==> config.mk <==
export PLATFORM = sky130hd
export DESIGN_NAME = mmio_host_initiator
export DESIGN_NICKNAME = d
export VERILOG_FILES = /design/src/rtl/mmio_init_pkg.sv /design/src/rtl/mmio_timeout_ctr.sv /design/src/rtl/mmio_host_initiator.sv
export SDC_FILE = /design/constraint.sdc
export NUM_CORES = 1
export LEC_CHECK = 0
export CAP_MARGIN = 20
export CORE_AREA = 2 2 175 177
export CTS_BUF_LIST = sky130_fd_sc_hd__clkbuf_2 sky130_fd_sc_hd__clkbuf_4 sky130_fd_sc_hd__clkbuf_8
export DETAILED_ROUTE_END_ITERATION = 6
export DIE_AREA = 0 0 177 179
export PLACE_DENSITY = 0.72
export SLEW_MARGIN = 20
export SYNTH_ARGS = -nofsm -noshare
export SYNTH_HDL_FRONTEND = slang
export SYNTH_SLANG_ARGS = --single-unit
==> constraint.sdc <==
create_clock -name clk -period 6.98 [get_ports clk]
set_clock_uncertainty 0.1 [all_clocks]
set_input_delay 1.396 -clock clk [delete_from_list [all_inputs] [get_ports clk]]
set_output_delay 1.396 -clock clk [all_outputs]
set_load 0.01 [all_outputs]
==> src/rtl/mmio_init_pkg.sv <==
// Shared types and widths for the MMIO host initiator.
package mmio_init_pkg;

  localparam int unsigned ADDR_W = 16;
  localparam int unsigned DATA_W = 64;
  localparam int unsigned STAT_W = 32;

  typedef enum logic [1:0] {
    IDLE     = 2'd0,
    ISSUE    = 2'd1,
    WAIT_RSP = 2'd2,
    RESP     = 2'd3
  } state_t;

  // Saturating event-counter increment.
  function automatic logic [STAT_W-1:0] sat_inc(input logic [STAT_W-1:0] v, input logic en);
    return (en && (v != '1)) ? v + STAT_W'(1) : v;
  endfunction

endpackage

==> src/rtl/mmio_timeout_ctr.sv <==
// Read-response timeout counter: zero in the strobe cycle, expired at TIMEOUT_CYCLES-1.
module mmio_timeout_ctr #(
  parameter int unsigned TIMEOUT_CYCLES = 256
) (
  input  logic clk,
  input  logic rst,
  input  logic start,
  input  logic clear,
  output logic expired
);

  localparam int unsigned CNT_W = $clog2(TIMEOUT_CYCLES);

  logic [CNT_W-1:0] cnt;
  logic             running;

  assign expired = running && (cnt == CNT_W'(TIMEOUT_CYCLES - 1));

  always_ff @(posedge clk or posedge rst) begin
    if (rst) begin
      cnt     <= '0;
      running <= 1'b0;
    end else if (clear) begin
      cnt     <= '0;
      running <= 1'b0;
    end else if (start) begin
      cnt     <= '0;
      running <= 1'b1;
    end else if (running && !expired) begin
      cnt <= cnt + CNT_W'(1);
    end
  end

endmodule

==> src/rtl/mmio_host_initiator.sv <==
// Single-outstanding MMIO initiator: command -> strobe -> (read response | timeout) -> completion.
// Optional statistics counters are built only when MMIO_INIT_STATS_EN is defined.
module mmio_host_initiator
  import mmio_init_pkg::*;
#(
  parameter int unsigned TIMEOUT_CYCLES = 256,
  parameter int unsigned TID_W          = 9
) (
  input  logic              clk,
  input  logic              rst,
  input  logic              cmd_valid,
  output logic              cmd_ready,
  input  logic              cmd_write,
  input  logic [ADDR_W-1:0] cmd_addr,
  input  logic [DATA_W-1:0] cmd_wdata,
  output logic              rsp_valid,
  input  logic              rsp_ready,
  output logic [DATA_W-1:0] rsp_rdata,
  output logic              rsp_err,
  output logic              mmio_wr_valid,
  output logic              mmio_rd_valid,
  output logic [ADDR_W-1:0] mmio_addr,
  output logic [DATA_W-1:0] mmio_wdata,
  output logic [TID_W-1:0]  mmio_tid,
  input  logic              mmio_rsp_valid,
  input  logic [TID_W-1:0]  mmio_rsp_tid,
  input  logic [DATA_W-1:0] mmio_rsp_data,
  output logic [STAT_W-1:0] stat_reads,
  output logic [STAT_W-1:0] stat_writes,
  output logic [STAT_W-1:0] stat_timeouts,
  output logic [STAT_W-1:0] stat_spurious
);

  state_t              state_q, state_d;
  logic                is_write_q, is_write_d;
  logic [TID_W-1:0]    tid_cnt_q, tid_cnt_d;
  logic                wr_d, rd_d, rsp_valid_d, rsp_err_d;
  logic [ADDR_W-1:0]   addr_d;
  logic [DATA_W-1:0]   wdata_d, rdata_d;
  logic [TID_W-1:0]    tid_d;
  logic                tmr_start, tmr_clear, tmr_expired;
  logic                rsp_match_c;

  assign rsp_match_c = mmio_rsp_valid && (mmio_rsp_tid == mmio_tid);

  mmio_timeout_ctr #(.TIMEOUT_CYCLES(TIMEOUT_CYCLES)) u_timeout (
    .clk     (clk),
    .rst     (rst),
    .start   (tmr_start),
    .clear   (tmr_clear),
    .expired (tmr_expired)
  );

  // Next-state and next-output logic; a matching response beats timeout expiry.
  always_comb begin
    state_d     = state_q;
    is_write_d  = is_write_q;
    tid_cnt_d   = tid_cnt_q;
    wr_d        = 1'b0;
    rd_d        = 1'b0;
    addr_d      = mmio_addr;
    wdata_d     = mmio_wdata;
    tid_d       = mmio_tid;
    rsp_valid_d = rsp_valid;
    rdata_d     = rsp_rdata;
    rsp_err_d   = rsp_err;
    tmr_start   = 1'b0;
    tmr_clear   = 1'b0;
    unique case (state_q)
      IDLE: begin
        if (cmd_valid) begin
          state_d    = ISSUE;
          is_write_d = cmd_write;
          wr_d       = cmd_write;
          rd_d       = !cmd_write;
          addr_d     = cmd_addr;
          wdata_d    = cmd_wdata;
          tid_d      = tid_cnt_q;
          tid_cnt_d  = tid_cnt_q + TID_W'(1);
          tmr_start  = !cmd_write;
        end
      end
      ISSUE: begin
        if (is_write_q) begin
          state_d     = RESP;
          rsp_valid_d = 1'b1;
          rdata_d     = '0;
          rsp_err_d   = 1'b0;
        end else begin
          state_d = WAIT_RSP;
        end
      end
      WAIT_RSP: begin
        if (rsp_match_c) begin
          state_d     = RESP;
          rsp_valid_d = 1'b1;
          rdata_d     = mmio_rsp_data;
          rsp_err_d   = 1'b0;
          tmr_clear   = 1'b1;
        end else if (tmr_expired) begin
          state_d     = RESP;
          rsp_valid_d = 1'b1;
          rdata_d     = '0;
          rsp_err_d   = 1'b1;
          tmr_clear   = 1'b1;
        end
      end
      RESP: begin
        if (rsp_ready) begin
          state_d     = IDLE;
          rsp_valid_d = 1'b0;
        end
      end
      default: state_d = IDLE;
    endcase
  end

  always_ff @(posedge clk or posedge rst) begin
    if (rst) begin
      state_q       <= IDLE;
      cmd_ready     <= 1'b1;
      is_write_q    <= 1'b0;
      tid_cnt_q     <= '0;
      mmio_wr_valid <= 1'b0;
      mmio_rd_valid <= 1'b0;
      mmio_addr     <= '0;
      mmio_wdata    <= '0;
      mmio_tid      <= '0;
      rsp_valid     <= 1'b0;
      rsp_rdata     <= '0;
      rsp_err       <= 1'b0;
    end else begin
      state_q       <= state_d;
      cmd_ready     <= (state_d == IDLE);
      is_write_q    <= is_write_d;
      tid_cnt_q     <= tid_cnt_d;
      mmio_wr_valid <= wr_d;
      mmio_rd_valid <= rd_d;
      mmio_addr     <= addr_d;
      mmio_wdata    <= wdata_d;
      mmio_tid      <= tid_d;
      rsp_valid     <= rsp_valid_d;
      rsp_rdata     <= rdata_d;
      rsp_err       <= rsp_err_d;
    end
  end

`ifdef MMIO_INIT_STATS_EN
  logic spurious_c, timeout_c;

  assign spurious_c = mmio_rsp_valid && !((state_q == WAIT_RSP) && rsp_match_c);
  assign timeout_c  = (state_q == WAIT_RSP) && tmr_expired && !rsp_match_c;

  // Issue counts follow the strobes; all counters saturate.
  always_ff @(posedge clk or posedge rst) begin
    if (rst) begin
      stat_reads    <= '0;
      stat_writes   <= '0;
      stat_timeouts <= '0;
      stat_spurious <= '0;
    end else begin
      stat_reads    <= sat_inc(stat_reads, mmio_rd_valid);
      stat_writes   <= sat_inc(stat_writes, mmio_wr_valid);
      stat_timeouts <= sat_inc(stat_timeouts, timeout_c);
      stat_spurious <= sat_inc(stat_spurious, spurious_c);
    end
  end
`else
  assign stat_reads    = '0;
  assign stat_writes   = '0;
  assign stat_timeouts = '0;
  assign stat_spurious = '0;
`endif

endmodule

==> results of run 1 <==
worst min path at each step:
| stage | start | cells past startpoint | endpoint |
|---|---|---|---|
| finish | mmio_wdata[1]$_DFFE_PP0P_ | 2 | mmio_wdata[1]$_DFFE_PP0P_ |
| floorplan | tid_cnt_q[8]$_DFFE_PP0P_ | 1 | tid_cnt_q[8]$_DFFE_PP0P_ |
| CTS | mmio_wdata[3]$_DFFE_PP0P_ | 2 | mmio_wdata[3]$_DFFE_PP0P_ |
| global placement | mmio_wdata[34]$_DFFE_PP0P_ | 2 | mmio_wdata[34]$_DFFE_PP0P_ |
| global route | mmio_wdata[34]$_DFFE_PP0P_ | 2 | mmio_wdata[34]$_DFFE_PP0P_ |
| detailed placement | mmio_wdata[3]$_DFFE_PP0P_ | 2 | mmio_wdata[3]$_DFFE_PP0P_ |
cell type report:
type	count	area [sq um]	share of cell area
inverters	65	251.5	0.02117
repair buffers	321	3213	0.2704
clock buffers	20	269.0	0.02264
clock inverters	12	101.3	0.008530
flip-flops and latches	179	4481	0.3771
well taps	396	495.5	0.04170
multi-input cells	622	3070	0.2584
metrics by stage:
step	total power [uW]	worst slack, ps	hold slack [ps]	util
final	4227	2930	379.1	0.3957
after detailed placement	3582	2348	362.1	0.3833
after global placement	3523	2368	357.0	0.3833
after global routing	4538	2736	404.9	0.3957
after CTS	4297	2855	385.5	0.3957
after floorplan	2557	627.0	345.4	-
flip-flops by register name, indices dropped and copies added, names as in the netlist, 2 cells and up:
| register | count |
|---|---|
| mmio_addr | 16 |
| mmio_tid | 9 |
| mmio_wdata | 64 |
| rsp_rdata | 64 |
| state_q | 2 |
| tid_cnt_q | 9 |
| u_timeout.cnt | 8 |
routing by layer:
layer | vias up | global-route usage | wire length, microns | share of wire
met2 | 250 | 0.2275 | 10680 | 0.49
met3 | 7 | 0.03796 | 1604 | 0.074
met1 | 3084 | 0.1631 | 9140 | 0.42
met5 | - | 0 | 0 | 0
li1 | 3134 | - | - | -
met4 | 0 | 0.03444 | 170 | 0.0079
power breakdown:
part	total (uW)	switching (uW)	leakage, uW	internal, uW
Clock	688	411	0.000188	277
Sequential	1750	286	0.00228	1470
Combinational	1790	811	0.00380	975
Total	4230	1510	0.00627	2720
placed cells by master (no fill, tap or decap), types with 3 or more instances in the layout:
| cell type | netlist | final |
|---|---|---|
| sky130_fd_sc_hd__nand2_1 | 343 | 342 |
| sky130_fd_sc_hd__clkdlybuf4s50_1 | 0 | 316 |
| sky130_fd_sc_hd__dfrtp_1 | 178 | 178 |
| sky130_fd_sc_hd__conb_1 | 1 | 128 |
| sky130_fd_sc_hd__mux2i_1 | 66 | 66 |
| sky130_fd_sc_hd__inv_1 | 65 | 64 |
| sky130_fd_sc_hd__clkbuf_8 | 0 | 19 |
| sky130_fd_sc_hd__xor2_1 | 12 | 12 |
| sky130_fd_sc_hd__nand3_1 | 9 | 8 |
| sky130_fd_sc_hd__xnor2_1 | 7 | 7 |
| sky130_fd_sc_hd__nor3b_1 | 8 | 7 |
| sky130_fd_sc_hd__nor2_1 | 5 | 5 |
| sky130_fd_sc_hd__a21oi_1 | 5 | 5 |
| sky130_fd_sc_hd__nand4_1 | 4 | 4 |
| sky130_fd_sc_hd__buf_4 | 129 | 4 |
| sky130_fd_sc_hd__and3_1 | 3 | 3 |
| sky130_fd_sc_hd__nand2b_1 | 3 | 3 |
| sky130_fd_sc_hd__clkinv_4 | 0 | 3 |
| sky130_fd_sc_hd__clkinv_2 | 0 | 3 |
synthesized netlist by cell type (3+ instances only):
cell                         n
sky130_fd_sc_hd__nand2_1   343
sky130_fd_sc_hd__dfrtp_1   178
sky130_fd_sc_hd__buf_4     129
sky130_fd_sc_hd__mux2i_1    66
sky130_fd_sc_hd__inv_1      65
sky130_fd_sc_hd__buf_2      18
sky130_fd_sc_hd__xor2_1     12
sky130_fd_sc_hd__buf_6      10
sky130_fd_sc_hd__clkbuf_1   10
sky130_fd_sc_hd__nand3_1     9
sky130_fd_sc_hd__nor3b_1     8
sky130_fd_sc_hd__xnor2_1     7
sky130_fd_sc_hd__a21oi_1     5
sky130_fd_sc_hd__nor2_1      5
sky130_fd_sc_hd__nand4_1     4
sky130_fd_sc_hd__and3_1      3
sky130_fd_sc_hd__nand2b_1    3
kinds of logic (layout without fill, tap and decap cells):
family,after synthesis,after routing,synth area share
AO/OA/AOI/OAI,18,18,0.01545
XOR/XNOR,19,19,0.01957
adder cells (fa/ha/maj),2,2,0.002943
buffers and inverters,232,418,0.1709
flip-flops,179,179,0.5270
multiplexers,67,67,0.07903
other,1,128,0.0004411
AND/OR/NAND/NOR,388,388,0.1847
tightest hold or removal path, cell delays in order (launching register included):
cell,delay [ps]
sky130_fd_sc_hd__dfrtp_1,350
sky130_fd_sc_hd__nand2_1,50
sky130_fd_sc_hd__nand2_1,50
==> Flow_metrics.wiki, run 1 <==
{| class="wikitable"
! Metric !! Value
|-
| Final total negative setup slack || 0 ps
|-
| DRC violation count after routing || 0
|-
| Filler cells || 2,982
|-
| Max-slew violation count || 0
|-
| Clock H-tree levels || 4
|-
| RR Startpoint || mmio_tid[7]$_DFFE_PP0P_
|-
| Critical Path, Cell by Cell || clkdlybuf4s50_1 > xor2_1 > nor4_1 > nand3_4 > buf_4 > mux2i_1
|-
| Synthesized area per cell || 9.384 sq um
|-
| DR vias/cell || 4.009
|-
| DRC marker count from the first detailed-route iteration || 227
|-
| Crit start category || primary input
|-
| Total via count in the routed design || 6,475
|-
| Tightest Pin Transition || 951.1 ps
|-
| Worst min-delay path category || flop to flop
|-
| Antenna violations before repair || 0
|-
| Wire per inst || ~13 microns
|-
| Highest cell delay on the worst timing path || roughly 800 ps
|-
| Global-route wire length before repair || about 33,000 microns
|-
| Leakage component of the power || approximately 0.0063 uW
|-
| Post-CTS clock slew at the launch and capture registers of the worst setup and hold paths || around 100 ps
|-
| Dpl cells || 1,583
|-
| Post-route cell area || ~12,000 sq um
|-
| Horizontal die dimension || 177 microns
|-
| Number of distinct standard cells referenced by the synthesized netlist || 41
|-
| Placement row count || between 60 and 70
|-
| Buffers and inverters on the worst path || 2
|-
| Commonest register cell after synthesis || sky130_fd_sc_hd__dfrtp_1
|-
| Largest net degree at the start of global routing || 130
|-
| Power density of the placed cells || 355.7 nW/um^2
|-
| Hold Violations, Final || 0
|-
| Number of detailed-routing iterations run before antenna repair || 4
|-
| Data arrival time of the critical path || 4260 ps
|-
| Chip Height || ~180 microns
|-
| Share of the clock period used by the worst path after layout || 0.5803
|-
| Number of cells on the critical path || 6
|-
| Crit path max-delay family || simple AND/OR/NAND/NOR gates
|-
| EDFF count, synth || 0
|-
| Total of flip-flops plus latches after synthesis || approximately 180
|-
| Sequential element share of the synthesized area || 0.5270
|-
| Critical register-to-register path endpoint || rsp_rdata[47]$_DFFE_PP0P_
|-
| Yosys warning count || 0
|-
| Worst-skew pair later-pin latency || 460 ps
|-
| Post-CTS Setup Repair Bufs || 0
|-
| Layout Cells excl Fill || 1,615
|-
| Die Footprint || around 32,000 sq um
|-
| Clock tree root buffer cell || sky130_fd_sc_hd__clkbuf_8
|-
| Tmin final || a little over 4000 ps
|-
| Critical-path maximum fanout || 41
|-
| Port Buf Inserts || ~320
|-
| Leading post-synthesis cells by cell area || sky130_fd_sc_hd__dfrtp_1 52%, sky130_fd_sc_hd__nand2_1 15%, sky130_fd_sc_hd__buf_4 11%
|-
| Final setup fails || 0
|-
| Relative max-transition margin || 0.3659
|-
| Highest clock frequency the design can meet || roughly 250 MHz
|-
| Post-synthesis instance total || 906
|-
| WL final || 21,590 microns
|-
| Clock sinks || roughly 180
|-
| RSZ-0062 raised after global routing || no
|-
| Post-cts repair resize count || 0
|-
| Share of layout cells above drive strength 1 || 0.03692
|-
| Antenna diodes || 0
|-
| Area share of the leading cell type in the synthesized netlist || 0.5239
|-
| TritonCTS Buffers || 17
|-
| Count of cells along the worst register-to-register path || 5
|-
| Cell at the slowest stage of the critical path || sky130_fd_sc_hd__nor4_1
|-
| Crit path kind || primary input to flop
|-
| Critical path endpoint || rsp_rdata[47]$_DFFE_PP0P_
|-
| Post-synth ARST share || 1.000
|-
| Reg2Reg Setup Slack || 3850 ps
|-
| Area added between synthesis and finish || 39.75%
|-
| Detailed placement HPWL || 15,350 microns
|-
| CP Launch Point || mmio_rsp_tid[7]
|-
| Largest area contributor in the netlist || sky130_fd_sc_hd__dfrtp_1
|-
| Result of the run || finished, final reports clean
|-
| I/O pin count || 445
|-
| Hold-fix buffer count after cts || 0
|-
| Post-DP Area || 11,510 sq um
|-
| Tot GR Track Use || 0.1326
|-
| Number of global-route vias before repair || 6,377
|-
| CTS tree || done
|-
| Max clock buf depth || 2
|-
| Final weighted congestion in routability-driven placement || 0.7624
|-
| Placeable core region || between 30,000 and 40,000 sq um
|-
| Required time of the critical path || 7190 ps
|-
| Synthesized area || 8502 sq um
|-
| Starting density of the core || 0.2831
|-
| Count of antenna-violating nets left after detailed routing || 0
|-
| Fin nets || 1,367
|-
| Peak supply drop || 0.0001554 V
|-
| Max-Cap Viols || 0
|-
| Leftover overflow at the end of global routing || 0
|-
| CP endpoint kind || flop
|}
Note: power is estimated with default switching activity, not from simulation.
==> run 2, diff against run 1 <==
- clock period: 6.98 -> 3.9 ns (I/O delays scaled with it)
==> Flow_metrics.wiki, run 2 (synthesis results as in run 1) <==
{| class="wikitable"
! Metric !! Value
|-
| Max-slew violation count || 0
|-
| Max-Cap Viols || 0
|-
| Required time of the critical path || approximately 4100 ps
|-
| Most common cell after layout, fill and taps aside || sky130_fd_sc_hd__nand2_1
|-
| Final setup fails || 0
|-
| Met2 GRT Util || 0.2270
|-
| Terminating pin of the worst hold path || tid_cnt_q[8]$_DFFE_PP0P_
|-
| Chip Height || 179 microns
|-
| Share of layout cells above drive strength 1 || 0.03928
|-
| Tot GR Track Use || 0.1351
|-
| Most frequent cells in the layout || 342 x sky130_fd_sc_hd__nand2_1, 316 x sky130_fd_sc_hd__clkdlybuf4s50_1, 178 x sky130_fd_sc_hd__dfrtp_1, 128 x sky130_fd_sc_hd__conb_1, 66 x sky130_fd_sc_hd__mux2i_1
|-
| I/O pin count || 445
|-
| Critical-path maximum fanout || 36
|-
| Relative max-transition margin || 0.5707
|-
| Detailed placement HPWL || 15,830 microns
|-
| Global-route met1 utilization || 0.1610
|-
| Clock sinks || 179
|-
| Die Footprint || 31,680 sq um
|-
| Wire per inst || 13.58 microns
|-
| Max clock buf depth || 2
|-
| Count of cells along the worst register-to-register path || 6
|-
| Placement row count || 64
|-
| Total power || 7709 uW
|-
| Peak supply drop || approximately 0.00029 V
|-
| Result of the run || finished, final reports clean
|-
| Placeable core region || 30,030 sq um
|-
| DRC violation count after routing || 0
|-
| Layout Cells excl Fill || 1,618
|-
| TritonCTS Buffers || 17
|-
| CTS tree || done
|-
| Leakage component of the power || 0.006322 uW
|-
| Count of antenna-violating nets left after detailed routing || 0
|-
| Post-CTS Setup Repair Bufs || 0
|-
| Hold-fix buffer count after cts || 0
|-
| RR Startpoint || u_timeout.cnt[0]$_DFFE_PP0P_
|-
| Area added between synthesis and finish || 41.21%
|-
| Filler cells || 2,946
|-
| Worst hold path depth || 1
|-
| Post-cts repair resize count || 0
|-
| Clock H-tree levels || 4
|-
| Final total negative setup slack || 0 ps
|-
| Tmin final || 2782 ps
|-
| Highest clock frequency the design can meet || 359.5 MHz
|-
| Area occupied by multi-input gates || 3070 sq um
|-
| Worst-case hold slack || around 380 ps
|-
| Worst min-delay path category || flop to flop
|-
| Fin nets || about 1,400
|-
| Number of detailed-routing iterations run before antenna repair || 4
|-
| Dpl cells || 1,586
|-
| Number of global-route vias before repair || 6,326
|-
| Largest net degree at the start of global routing || 96
|-
| Antenna diodes || 0
|-
| Port Buf Inserts || 316
|-
| Post-CTS clock slew at the launch and capture registers of the worst setup and hold paths || 90 ps
|-
| Starting density of the core || 0.2831
|-
| RSZ-0062 raised after global routing || no
|-
| Global-route wire length before repair || 33,420 microns
|-
| Critical register-to-register path endpoint || rsp_rdata[32]$_DFFE_PP0P_
|-
| Data arrival time of the critical path || 3020 ps
|-
| DR vias/cell || 4.007
|-
| Worst-skew pair later-pin latency || 460 ps
|-
| Horizontal die dimension || about 180 microns
|-
| Leftover overflow at the end of global routing || 0
|-
| Storage cell area || 4481 sq um
|-
| Top Registers || mmio_wdata: 64 flops, rsp_rdata: 64 flops, mmio_addr: 16 flops
|-
| Clock tree root buffer cell || sky130_fd_sc_hd__clkbuf_8
|-
| Final core area utilization || 0.3998
|-
| Final weighted congestion in routability-driven placement || 0.7847
|-
| Share of the clock period used by the worst path after layout || 0.7133
|-
| Hold path start || tid_cnt_q[8]$_DFFE_PP0P_
|-
| CP endpoint kind || flop
|-
| Power density of the placed cells || 642.1 nW/um^2
|-
| DRC marker count from the first detailed-route iteration || 185
|-
| Reg2Reg Setup Slack || 1360 ps
|-
| Crit path kind || primary input to flop
|-
| Antenna violations before repair || 0
|-
| Met3 Use GR || 0.04919
|-
| Routing layer with the top usage in global route || met2
|-
| Total via count in the routed design || 6,484
|-
| Crit start category || primary input
|-
| WL final || around 22,000 microns
|-
| Hold Violations, Final || 0
|-
| Tightest Pin Transition || 638.1 ps
|}
## run 2: where the power goes
group	internal [uW]	switching [uW]
registers	2620	505
logic	1760	1470
clock network	641	710
## run 2: critical path, stage by stage
cell and delay [ps]:
sky130_fd_sc_hd__clkdlybuf4s50_1 430, sky130_fd_sc_hd__xor2_1 150, sky130_fd_sc_hd__nor4_1 590, sky130_fd_sc_hd__nand3_4 510, sky130_fd_sc_hd__buf_12 370, sky130_fd_sc_hd__mux2i_1 150
## run 2: cell type report
cell class              count  share of cell area
flip-flops and latches    179              0.3732
repair buffers            324              0.2747
multi-input cells         622              0.2558
well taps                 396             0.04127
clock buffers              22             0.02418
inverters                  65             0.02064
clock inverters            10             0.01021
## run 2: routing by layer
layer	up-vias	wire length (microns)
met1	3078	8862
met5	-	0
li1	3129	-
met3	12	1917
met4	0	247
met2	265	10940
## run 2: worst max path at each step
stage	startpoint	endpoint	slack [ps]	cells past startpoint
floorplan	rst	is_write_q$_DFFE_PP0P_	730	1
global placement	mmio_rsp_tid[3]	rsp_rdata[10]$_DFFE_PP0P_	690	6
detailed placement	mmio_rsp_tid[3]	rsp_rdata[23]$_DFFE_PP0P_	650	6
CTS	mmio_rsp_tid[3]	rsp_rdata[23]$_DFFE_PP0P_	1160	6
global route	mmio_rsp_tid[3]	rsp_rdata[9]$_DFFE_PP0P_	1070	6
finish	mmio_rsp_tid[3]	rsp_rdata[14]$_DFFE_PP0P_	1120	6
## run 2: per-stage QoR
stage,setup slack (ps),area [sq um]
finish,1118,12010
detailed placement,645.4,11590
global placement,686.1,11590
CTS,1163,12010
global route,1073,12010
floorplan,726.2,8982
==> run 3, diff against run 2 <==
- clock period: 3.9 -> 2.7 ns (I/O delays scaled with it)
==> Flow_metrics.wiki, run 3 (synthesis results as in run 1) <==
{| class="wikitable"
! Metric !! Value
|-
| Tmin final || 2225 ps
|-
| Highest clock frequency the design can meet || 449.5 MHz
|-
| Max clock buf depth || 2
|-
| RSZ-0062 raised after global routing || no
|-
| Critical register-to-register path endpoint || rsp_rdata[36]$_DFFE_PP0P_
|-
| WL final || ~22,000 microns
|-
| Peak supply drop || 0.0004011 V
|-
| Critical Path, Cell by Cell || ha_1 > and4_1 > a31oi_4 > buf_12 > nand2_1 > mux2i_1
|-
| Layout Cells excl Fill || 1,631
|-
| Hold-fix buffer count after cts || 0
|-
| Share of layout cells above drive strength 1 || 0.04939
|-
| Buffers and inverters on the worst path || 1
|-
| Max-Cap Viols || 0
|-
| Leakage component of the power || approximately 0.0064 uW
|-
| Placement row count || 64
|-
| Number of detailed-routing iterations run before antenna repair || 4
|-
| Tot GR Track Use || 0.1363
|-
| Clock H-tree levels || 4
|-
| Starting density of the core || 0.2831
|-
| Dpl cells || 1,599
|-
| CTS tree || done
|-
| Placeable core region || 30,030 sq um
|-
| Largest net degree at the start of global routing || 58
|-
| I/O pin count || 445
|-
| Final weighted congestion in routability-driven placement || between 0.7 and 0.8
|-
| Clock sinks || ~180
|-
| Critical-path maximum fanout || 53
|-
| Total power || around 11,000 uW
|-
| Crit path max-delay family || compound AO/OA/AOI/OAI gates
|-
| Fin nets || 1,383
|-
| Chip Height || 179 microns
|-
| Final setup fails || 0
|-
| Crit start category || flop
|-
| Post-CTS clock slew at the launch and capture registers of the worst setup and hold paths || 100 ps
|-
| Detailed placement HPWL || 16,050 microns
|-
| Filler cells || 2,942
|-
| Relative max-transition margin || 0.6172
|-
| Number of global-route vias before repair || between 6,000 and 7,000
|-
| Global-route wire length before repair || about 34,000 microns
|-
| Share of the clock period used by the worst path after layout || 0.8240
|-
| RR Startpoint || u_timeout.cnt[0]$_DFFE_PP0P_
|-
| Count of antenna-violating nets left after detailed routing || 0
|-
| Highest cell delay on the worst timing path || 440 ps
|-
| Antenna violations before repair || 0
|-
| Crit path kind || flop to flop
|-
| DRC marker count from the first detailed-route iteration || 179
|-
| Max-slew violation count || 0
|-
| Post-cts repair resize count || 0
|-
| Tightest Pin Transition || 570.4 ps
|-
| Data arrival time of the critical path || 2500 ps
|-
| Power density of the placed cells || slightly above 900 nW/um^2
|-
| Area added between synthesis and finish || 42.24%
|-
| Post-CTS Setup Repair Bufs || 0
|-
| Die Footprint || 31,680 sq um
|-
| Wire per inst || about 13 microns
|-
| Required time of the critical path || 2980 ps
|-
| Reg2Reg Setup Slack || 480 ps
|-
| Clock tree root buffer cell || sky130_fd_sc_hd__clkbuf_8
|-
| Worst min-delay path category || primary input to async pin
|-
| Antenna diodes || 0
|-
| Result of the run || finished, final reports clean
|-
| Hold Violations, Final || 0
|-
| Leftover overflow at the end of global routing || 0
|-
| Total via count in the routed design || 6,549
|-
| Count of cells along the worst register-to-register path || 6
|-
| Most frequent cells in the layout || 342 x sky130_fd_sc_hd__nand2_1, 316 x sky130_fd_sc_hd__clkdlybuf4s50_1, 178 x sky130_fd_sc_hd__dfrtp_1, 128 x sky130_fd_sc_hd__conb_1, 66 x sky130_fd_sc_hd__mux2i_1
|-
| Worst-skew pair later-pin latency || 460 ps
|-
| Top Registers || mmio_wdata: 64 flops, rsp_rdata: 64 flops, mmio_addr: 16 flops
|-
| TritonCTS Buffers || 17
|-
| DR vias/cell || 4.015
|-
| CP endpoint kind || flop
|-
| Port Buf Inserts || 316
|-
| Horizontal die dimension || between 150 and 200 microns
|-
| Most common cell after layout, fill and taps aside || sky130_fd_sc_hd__nand2_1
|-
| Final total negative setup slack || 0 ps
|-
| Cell at the slowest stage of the critical path || sky130_fd_sc_hd__a31oi_4
|-
| DRC violation count after routing || 0
|}
-- run 3: cell count changes in the layout (fill, tap and decap cells not counted), sizes merged --
cell    before  now
clkbuf      22   21
bufinv       2    0
inv         66   68
buf          8   21
clkinv       3    4
-- run 3: how the worst max path moves through the flow --
stage	startpoint	endpoint	slack, ps	cells past startpoint
2_1_floorplan	rst	is_write_q$_DFFE_PP0P_	-230	1
3_3_place_gp	mmio_rsp_tid[3]	rsp_rdata[62]$_DFFE_PP0P_	7	6
3_5_place_dp	mmio_rsp_tid[1]	rsp_rdata[2]$_DFFE_PP0P_	60	6
4_1_cts	mmio_tid[3]$_DFFE_PP0P_	mmio_tid[3]	420	1
5_1_grt	u_timeout.cnt[0]$_DFFE_PP0P_	rsp_rdata[53]$_DFFE_PP0P_	300	6
6_report	u_timeout.cnt[0]$_DFFE_PP0P_	rsp_rdata[36]$_DFFE_PP0P_	480	6
-- run 3: layout make-up --
| class | count | area [sq um] | share of cell area |
|---|---|---|---|
| multi-input combinational | 622 | 3070 | 0.2539 |
| clock buffer | 21 | 282.8 | 0.02338 |
| sequential | 179 | 4481 | 0.3705 |
| inverter | 65 | 247.7 | 0.02049 |
| tap | 396 | 495.5 | 0.04097 |
| timing repair buffer | 337 | 3421 | 0.2829 |
| clock inverter | 11 | 95.09 | 0.007863 |
-- run 3: per-stage QoR --
stage	area [sq um]	utilization	hold slack (ps)	setup WS (ps)
6_report	12090	0.4027	336.0	475.2
5_1_grt	12090	0.4027	332.1	304.5
4_1_cts	12090	0.4027	307.7	419.3
3_5_place_dp	11720	0.3901	362.4	62.36
3_3_place_gp	11720	0.3901	356.3	7.174
2_1_floorplan	8982	-	345.4	-233.8
-- run 3: per-layer routing --
| metal | global-route usage | vias up | wire length, microns |
|---|---|---|---|
| li1 | - | 3158 | - |
| met1 | 0.1625 | 3117 | 9277 |
| met2 | 0.2323 | 258 | 10880 |
| met3 | 0.04347 | 16 | 1587 |
| met4 | 0.04477 | 0 | 258 |
| met5 | 0 | - | 0 |
-- run 3: where the power goes --
group | internal [uW] | total (uW) | switching (uW)
clock | 743 | 1810 | 1070
combinational | 2570 | 4690 | 2120
sequential | 3790 | 4530 | 735
total | 7100 | 11000 | 3920
